--- config.mk ---
export PLATFORM = sky130hd
export DESIGN_NAME = fifo_uart_tx
export DESIGN_NICKNAME = d
export VERILOG_FILES = /design/src/rtl/fifo_uart_pkg.sv /design/src/rtl/uart_baud_tick.sv /design/src/rtl/fifo_uart_tx.sv
export SDC_FILE = /design/constraint.sdc
export NUM_CORES = 1
export LEC_CHECK = 0
export BUFFER_PORTS_ARGS = -buffer_cell sky130_fd_sc_hd__buf_2
export CAP_MARGIN = 20
export CELL_PAD_IN_SITES_DETAIL_PLACEMENT = 1
export CELL_PAD_IN_SITES_GLOBAL_PLACEMENT = 1
export CORE_ASPECT_RATIO = 1.1
export CORE_MARGIN = 5
export CORE_UTILIZATION = 30
export CTS_BUF_LIST = sky130_fd_sc_hd__clkbuf_4 sky130_fd_sc_hd__clkbuf_8
export CTS_CLUSTER_DIAMETER = 100
export DETAILED_ROUTE_END_ITERATION = 16
export GPL_ROUTABILITY_DRIVEN = 1
export PLACE_DENSITY_LB_ADDON = 0.15
export SYNTH_ARGS = -nofsm -noshare
export SYNTH_HDL_FRONTEND = slang
export SYNTH_SLANG_ARGS = --single-unit
export TNS_END_PERCENT = 10
--- constraint.sdc ---
create_clock -name clk -period 2.8 [get_ports clk]
set_clock_uncertainty 0.2 [all_clocks]
set_input_delay 0.56 -clock clk [delete_from_list [all_inputs] [get_ports clk]]
set_output_delay 0.56 -clock clk [all_outputs]
set_load 0.02 [all_outputs]
--- src/rtl/fifo_uart_pkg.sv ---
// Shared types and constants for the FIFO-fed UART transmitter and its baud generator.
package fifo_uart_pkg;

  typedef enum logic [2:0] {
    IDLE,
    REQ,
    LOAD,
    START,
    DATA,
    PARITY,
    STOP
  } tx_state_t;

  localparam logic TXD_IDLE  = 1'b1;
  localparam logic TXD_START = 1'b0;

  localparam int DEFAULT_DATA_WIDTH   = 8;
  localparam int DEFAULT_CLKS_PER_BIT = 16;

endpackage

--- src/rtl/uart_baud_tick.sv ---
// Free-running bit-period counter with synchronous clear; tick marks the final cycle of each bit.
module uart_baud_tick
  import fifo_uart_pkg::*;
#(
  parameter int CLKS_PER_BIT = DEFAULT_CLKS_PER_BIT
) (
  input  logic clk,
  input  logic rst_n,
  input  logic clear,
  output logic tick
);

  localparam int CW = (CLKS_PER_BIT > 1) ? $clog2(CLKS_PER_BIT) : 1;
  localparam logic [CW-1:0] TERMINAL = CW'(CLKS_PER_BIT - 1);

  logic [CW-1:0] count_q, count_d;

  assign tick = (count_q == TERMINAL);

  always_comb begin
    count_d = count_q + CW'(1);
    if (clear || tick) begin
      count_d = '0;
    end
  end

  always_ff @(posedge clk or negedge rst_n) begin
    if (!rst_n) begin
      count_q <= '0;
    end else begin
      count_q <= count_d;
    end
  end

endmodule

--- src/rtl/fifo_uart_tx.sv ---
// FIFO read-side UART transmitter: pops words, retries pops lost to same-cycle writes, serialises LSB first.
// Optional even-parity bit enabled by defining FIFO_UART_TX_PARITY_EN.
module fifo_uart_tx
  import fifo_uart_pkg::*;
#(
  parameter int data_width   = DEFAULT_DATA_WIDTH,
  parameter int CLKS_PER_BIT = DEFAULT_CLKS_PER_BIT,
  parameter int STOP_BITS    = 1
) (
  input  logic                  clk,
  input  logic                  rst_n,
  input  logic                  tx_en,
  input  logic                  fifo_empty,
  input  logic                  fifo_full,
  input  logic                  fifo_wr_en,
  input  logic [data_width-1:0] fifo_data,
  output logic                  fifo_rd_en,
  output logic                  txd,
  output logic                  busy,
  output logic                  frame_done
);

  localparam int BW = $clog2(data_width + 1);
  localparam logic [BW-1:0] LAST_DATA_BIT = BW'(data_width - 1);
  localparam logic [BW-1:0] LAST_STOP_BIT = BW'(STOP_BITS - 1);

  tx_state_t             state_q, state_d;
  logic [data_width-1:0] shift_q, shift_d;
  logic [BW-1:0]         bit_cnt_q, bit_cnt_d;
  logic                  txd_q, txd_d;
  logic                  baud_clear, baud_tick, pop_honoured, start_ok;
`ifdef FIFO_UART_TX_PARITY_EN
  logic                  parity_q, parity_d;
`endif

  // The FIFO gives a simultaneous write priority, so a pop only lands if no write is accepted.
  assign pop_honoured = fifo_rd_en & ~fifo_empty & ~(fifo_wr_en & ~fifo_full);
  assign start_ok     = tx_en & ~fifo_empty;
  assign fifo_rd_en   = (state_q == REQ);
  assign busy         = (state_q != IDLE);
  assign baud_clear   = (state_q == IDLE) | (state_q == REQ) | (state_q == LOAD);
  assign frame_done   = (state_q == STOP) & baud_tick & (bit_cnt_q == LAST_STOP_BIT);
  assign txd          = txd_q;

  uart_baud_tick #(
    .CLKS_PER_BIT(CLKS_PER_BIT)
  ) u_baud (
    .clk  (clk),
    .rst_n(rst_n),
    .clear(baud_clear),
    .tick (baud_tick)
  );

  // txd_d is the line level for the state being entered, keeping txd a pure register.
  always_comb begin
    state_d   = state_q;
    shift_d   = shift_q;
    bit_cnt_d = bit_cnt_q;
    txd_d     = txd_q;
`ifdef FIFO_UART_TX_PARITY_EN
    parity_d  = parity_q;
`endif
    case (state_q)
      IDLE: begin
        txd_d = TXD_IDLE;
        if (start_ok) state_d = REQ;
      end
      REQ: begin
        if (fifo_empty)        state_d = IDLE;
        else if (pop_honoured) state_d = LOAD;
      end
      LOAD: begin
        shift_d   = fifo_data;
        bit_cnt_d = '0;
`ifdef FIFO_UART_TX_PARITY_EN
        parity_d  = ^fifo_data;
`endif
        txd_d     = TXD_START;
        state_d   = START;
      end
      START: begin
        if (baud_tick) begin
          txd_d   = shift_q[0];
          shift_d = shift_q >> 1;
          state_d = DATA;
        end
      end
      DATA: begin
        if (baud_tick) begin
          if (bit_cnt_q == LAST_DATA_BIT) begin
            bit_cnt_d = '0;
`ifdef FIFO_UART_TX_PARITY_EN
            txd_d     = parity_q;
            state_d   = PARITY;
`else
            txd_d     = TXD_IDLE;
            state_d   = STOP;
`endif
          end else begin
            bit_cnt_d = bit_cnt_q + BW'(1);
            txd_d     = shift_q[0];
            shift_d   = shift_q >> 1;
          end
        end
      end
`ifdef FIFO_UART_TX_PARITY_EN
      PARITY: begin
        if (baud_tick) begin
          txd_d   = TXD_IDLE;
          state_d = STOP;
        end
      end
`endif
      STOP: begin
        if (baud_tick) begin
          if (bit_cnt_q == LAST_STOP_BIT) begin
            bit_cnt_d = '0;
            state_d   = start_ok ? REQ : IDLE;
          end else begin
            bit_cnt_d = bit_cnt_q + BW'(1);
          end
        end
      end
      default: begin
        txd_d   = TXD_IDLE;
        state_d = IDLE;
      end
    endcase
  end

  always_ff @(posedge clk or negedge rst_n) begin
    if (!rst_n) begin
      state_q   <= IDLE;
      shift_q   <= '0;
      bit_cnt_q <= '0;
      txd_q     <= TXD_IDLE;
`ifdef FIFO_UART_TX_PARITY_EN
      parity_q  <= 1'b0;
`endif
    end else begin
      state_q   <= state_d;
      shift_q   <= shift_d;
      bit_cnt_q <= bit_cnt_d;
      txd_q     <= txd_d;
`ifdef FIFO_UART_TX_PARITY_EN
      parity_q  <= parity_d;
`endif
    end
  end

endmodule
==> summary.md <==
| Metric | Value |
|---|---|
| Result of the run | finished, final reports clean |
| Area of combinational cells with multiple inputs | approximately 660 um^2 |
| Max transition margin | 0.526 |
| Height of the die | ~76 um |
| # clock sinks | 20 |
| Leakage power figure | 0.609 nW |
| Filler-free cell count of the finished design | 182 |
| Routed vias/inst | about 5 |
| Biggest area consumer among synthesized cells | dfrtp_1 |
| Sequential element share of the synthesized area | 0.422 |
| Vias | roughly 900 |
| Die Footprint | approximately 5300 um^2 |
| Synthesized netlist net count | between 100 and 150 |
| Mean Syn Cell Area | between 10 and 15 um^2 |
| Master of the slowest instance on the critical path | dfrtp_1 |
| WL/cell | around 15 um |
| DIE WIDTH | 70.0 um |
| Min setup slack post-route | 0.491 ns |
| Iteration-0 DRC Markers | 51 |
| Number of enable-type register cells in the synthesized netlist | 0 |
| Total track usage | 0.106 |
| Number of global-route vias before repair | between 1000 and 1500 |
| Area growth syn-to-layout | 18.5% |
| Cell types with the highest counts after synthesis | dfrtp_1 (19), mux2_2 (16), nor2_1 (11) |
| Max H-tree Level | 1 |
| Post-Synthesis Cells | 110 |
| Largest incremental delay on the critical path | roughly 0.38 ns |
| Largest net degree at the start of global routing | 21 |
| Most area-consuming cells after synthesis | dfrtp_1 (40%), mux2_2 (15%), nor2_1 (3.5%) |
| Number of endpoints with negative hold slack in the final report | 0 |
| Number of placed instances, taps included | approximately 180 |
| CTS Hold Buffers Added | 0 |
| Max Freq | 433 MHz |
| # Max-Cap Violations | 0 |
| Dominant register cell in the synthesized netlist | dfrtp_1 |
| Total Routed Length | about 2700 um |
| Post-CTS resize count | 0 |
| Post-route clock period utilization | 0.825 |
| Tmin final | ~2.3 ns |
| Pwr/cell area | between 900 and 1000 nW/um^2 |
| Clock root buffer | clkbuf_8 |
| Max rail drop VDD | 0.406 mV |
| CTS Buffer Depth | 2 |
| Endpoints failing setup | 0 |
| Number of detailed-routing iterations run before antenna repair | 4 |
| I/O pins | 18 |
| Top-area cell type share of the netlist area | 0.400 |
| DRC violations left | 0 |
| Count of state elements after synthesis | 20 |
| Max Transition Viols Final | 0 |
| Filler cell count | between 400 and 500 |
| Hold WS | around 0.041 ns |
| Critical path, cell by cell | ha_1 > nand3_1 > nor3_1 > buf_2 |
| Synth Warn # | 0 |
| Sequential cell area | 502 um^2 |
| Proportion of register bits with asynchronous set or reset after synthesis | 1.00 |
| Clock latency on the worst-skew pair | 0.27 ns |
| Row Count | 24 |
| Half-perimeter wire length of the detailed placement result | around 2000 um |
| GR Overflow Total | 0 |
| Number of buffers added for setup after CTS | 0 |
| Arrival time at the worst endpoint | 1.55 ns |
| Critical path launch point type | flop |
| Synth unique cells | 38 |
| Ratio of cells with drive above 1 in the final layout | 0.385 |
| Path type of the worst min-delay path | in2async |
| Clock buffer count from CTS | 3 |
| Critical Path Sink Type | primary output |
| Antenna Diode Count | 0 |
| Buffers and inverters on the worst path | 1 |
| Required time of the critical path | between 2 and 2.5 ns |
| Count of nets left with antenna violations after detail routing | 0 |
| Final-stage net count | roughly 150 |
| Wire length of the first global-routing pass | 4620 um |
| CTS tree | yes |
| Worst Tran Pin Value | 0.711 ns |
| Most used standard cell by instance count after synthesis | dfrtp_1 |
| Post-Synthesis Cell Area | 1190 um^2 |
| Antenna violations before repair | 0 |
| Top Family by Delay on Critical Path | simple AND/OR/NAND/NOR gates |
| Worst setup path category | reg2out |
| Clock-pin transition on the worst setup and hold timing paths | around 0.08 ns |
| Starting density of the core | 0.304 |
| Setup repair after global routing missed its margin | false |
| Gp weighted congestion | between 0.7 and 0.8 |
| Worst setup slack after placement | around 0.53 ns |
| Critical path fanouts, max | 4 |
| Core footprint | between 3000 and 4000 um^2 |
| Setup_tns | 0 ns |
| Count of buffers from port buffering | 17 |
==> flip-flops by register name (all words and copies together) (netlist names) <==
signal and flops:
u_baud.count_q 4, bit_cnt_q 4, shift_q 8, state_q 3
txd 1
==> worst register-to-register path, cell delays in order, from the launching register on <==
cell      delay (ns)
dfrtp_1         0.56
or3b_4          0.49
o21ai_2         0.16
a21boi_4        0.35
mux2_2          0.37
==> layout by cell type (no fill, tap or decap), types with 2 or more instances in the layout <==
master | netlist | final
inv_1 | 4 | 4
mux2_2 | 16 | 16
nand2b_1 | 3 | 3
nor3b_1 | 4 | 4
nor2_1 | 11 | 11
nand3_1 | 7 | 7
dfrtp_1 | 19 | 19
a21oi_1 | 6 | 6
clkbuf_8 | 0 | 3
nand2_1 | 3 | 3
ha_1 | 3 | 3
and3_1 | 2 | 2
o21ai_0 | 4 | 4
buf_4 | 1 | 2
nand3b_1 | 3 | 3
buf_2 | 1 | 17
==> per-stage QoR <==
step / area, um^2 / utilization / power [mW]
6_report: 1410 / 0.361 / 1.41
2_1_floorplan: 1190 / - / 0.975
3_5_place_dp: 1340 / 0.343 / 1.13
3_3_place_gp: 1340 / 0.343 / 1.10
4_1_cts: 1410 / 0.361 / 1.43
5_1_grt: 1410 / 0.361 / 1.51
==> logic make-up (layout without fill, tap and decap cells) <==
family          count (synthesis)  count (layout)  share of synthesized area
simple gates                   41              41                      0.197
xor+xnor                        2               2                     0.0147
flops                          20              20                      0.422
buf+inv                         7              27                     0.0263
mux                            18              18                      0.169
compound gates                 19              19                      0.139
fa+ha+maj                       3               3                     0.0316
==> cell type report <==
type	count	area share
Multi-Input combinational cell	83	0.465
Sequential cell	20	0.356
Timing Repair Buffer	19	0.0710
Tap cell	52	0.0462
Clock buffer	3	0.0293
Clock inverter	1	0.0213
Inverter	4	0.0107
==> routing by layer <==
layer,vias up,track usage,share of wire
met4,0,0.0460,0.020
li1,438,-,-
met3,7,0.0277,0.032
met2,16,0.177,0.50
met1,441,0.129,0.45
met5,-,0,0
==> power by group <==
group	total, mW	switching, mW	internal [mW]
Combinational	0.621	0.299	0.322
Sequential	0.487	0.0902	0.397
Clock	0.297	0.106	0.191
==> path summary, 6_finish.rpt <==
path,slack [ns],cells after the start,endpoint,from
max in group asynchronous,2.00,1,txd,rst_n
min reg2reg,0.27,1,u_baud.count_q[0],u_baud.count_q[0]
max reg2reg,0.57,4,shift_q[1],state_q[0]
min,0.04,1,state_q[1],rst_n
min in group clk,0.27,1,u_baud.count_q[0],u_baud.count_q[0]
max,0.49,4,frame_done,u_baud.count_q[0]
(Power assumes the default switching activity.)
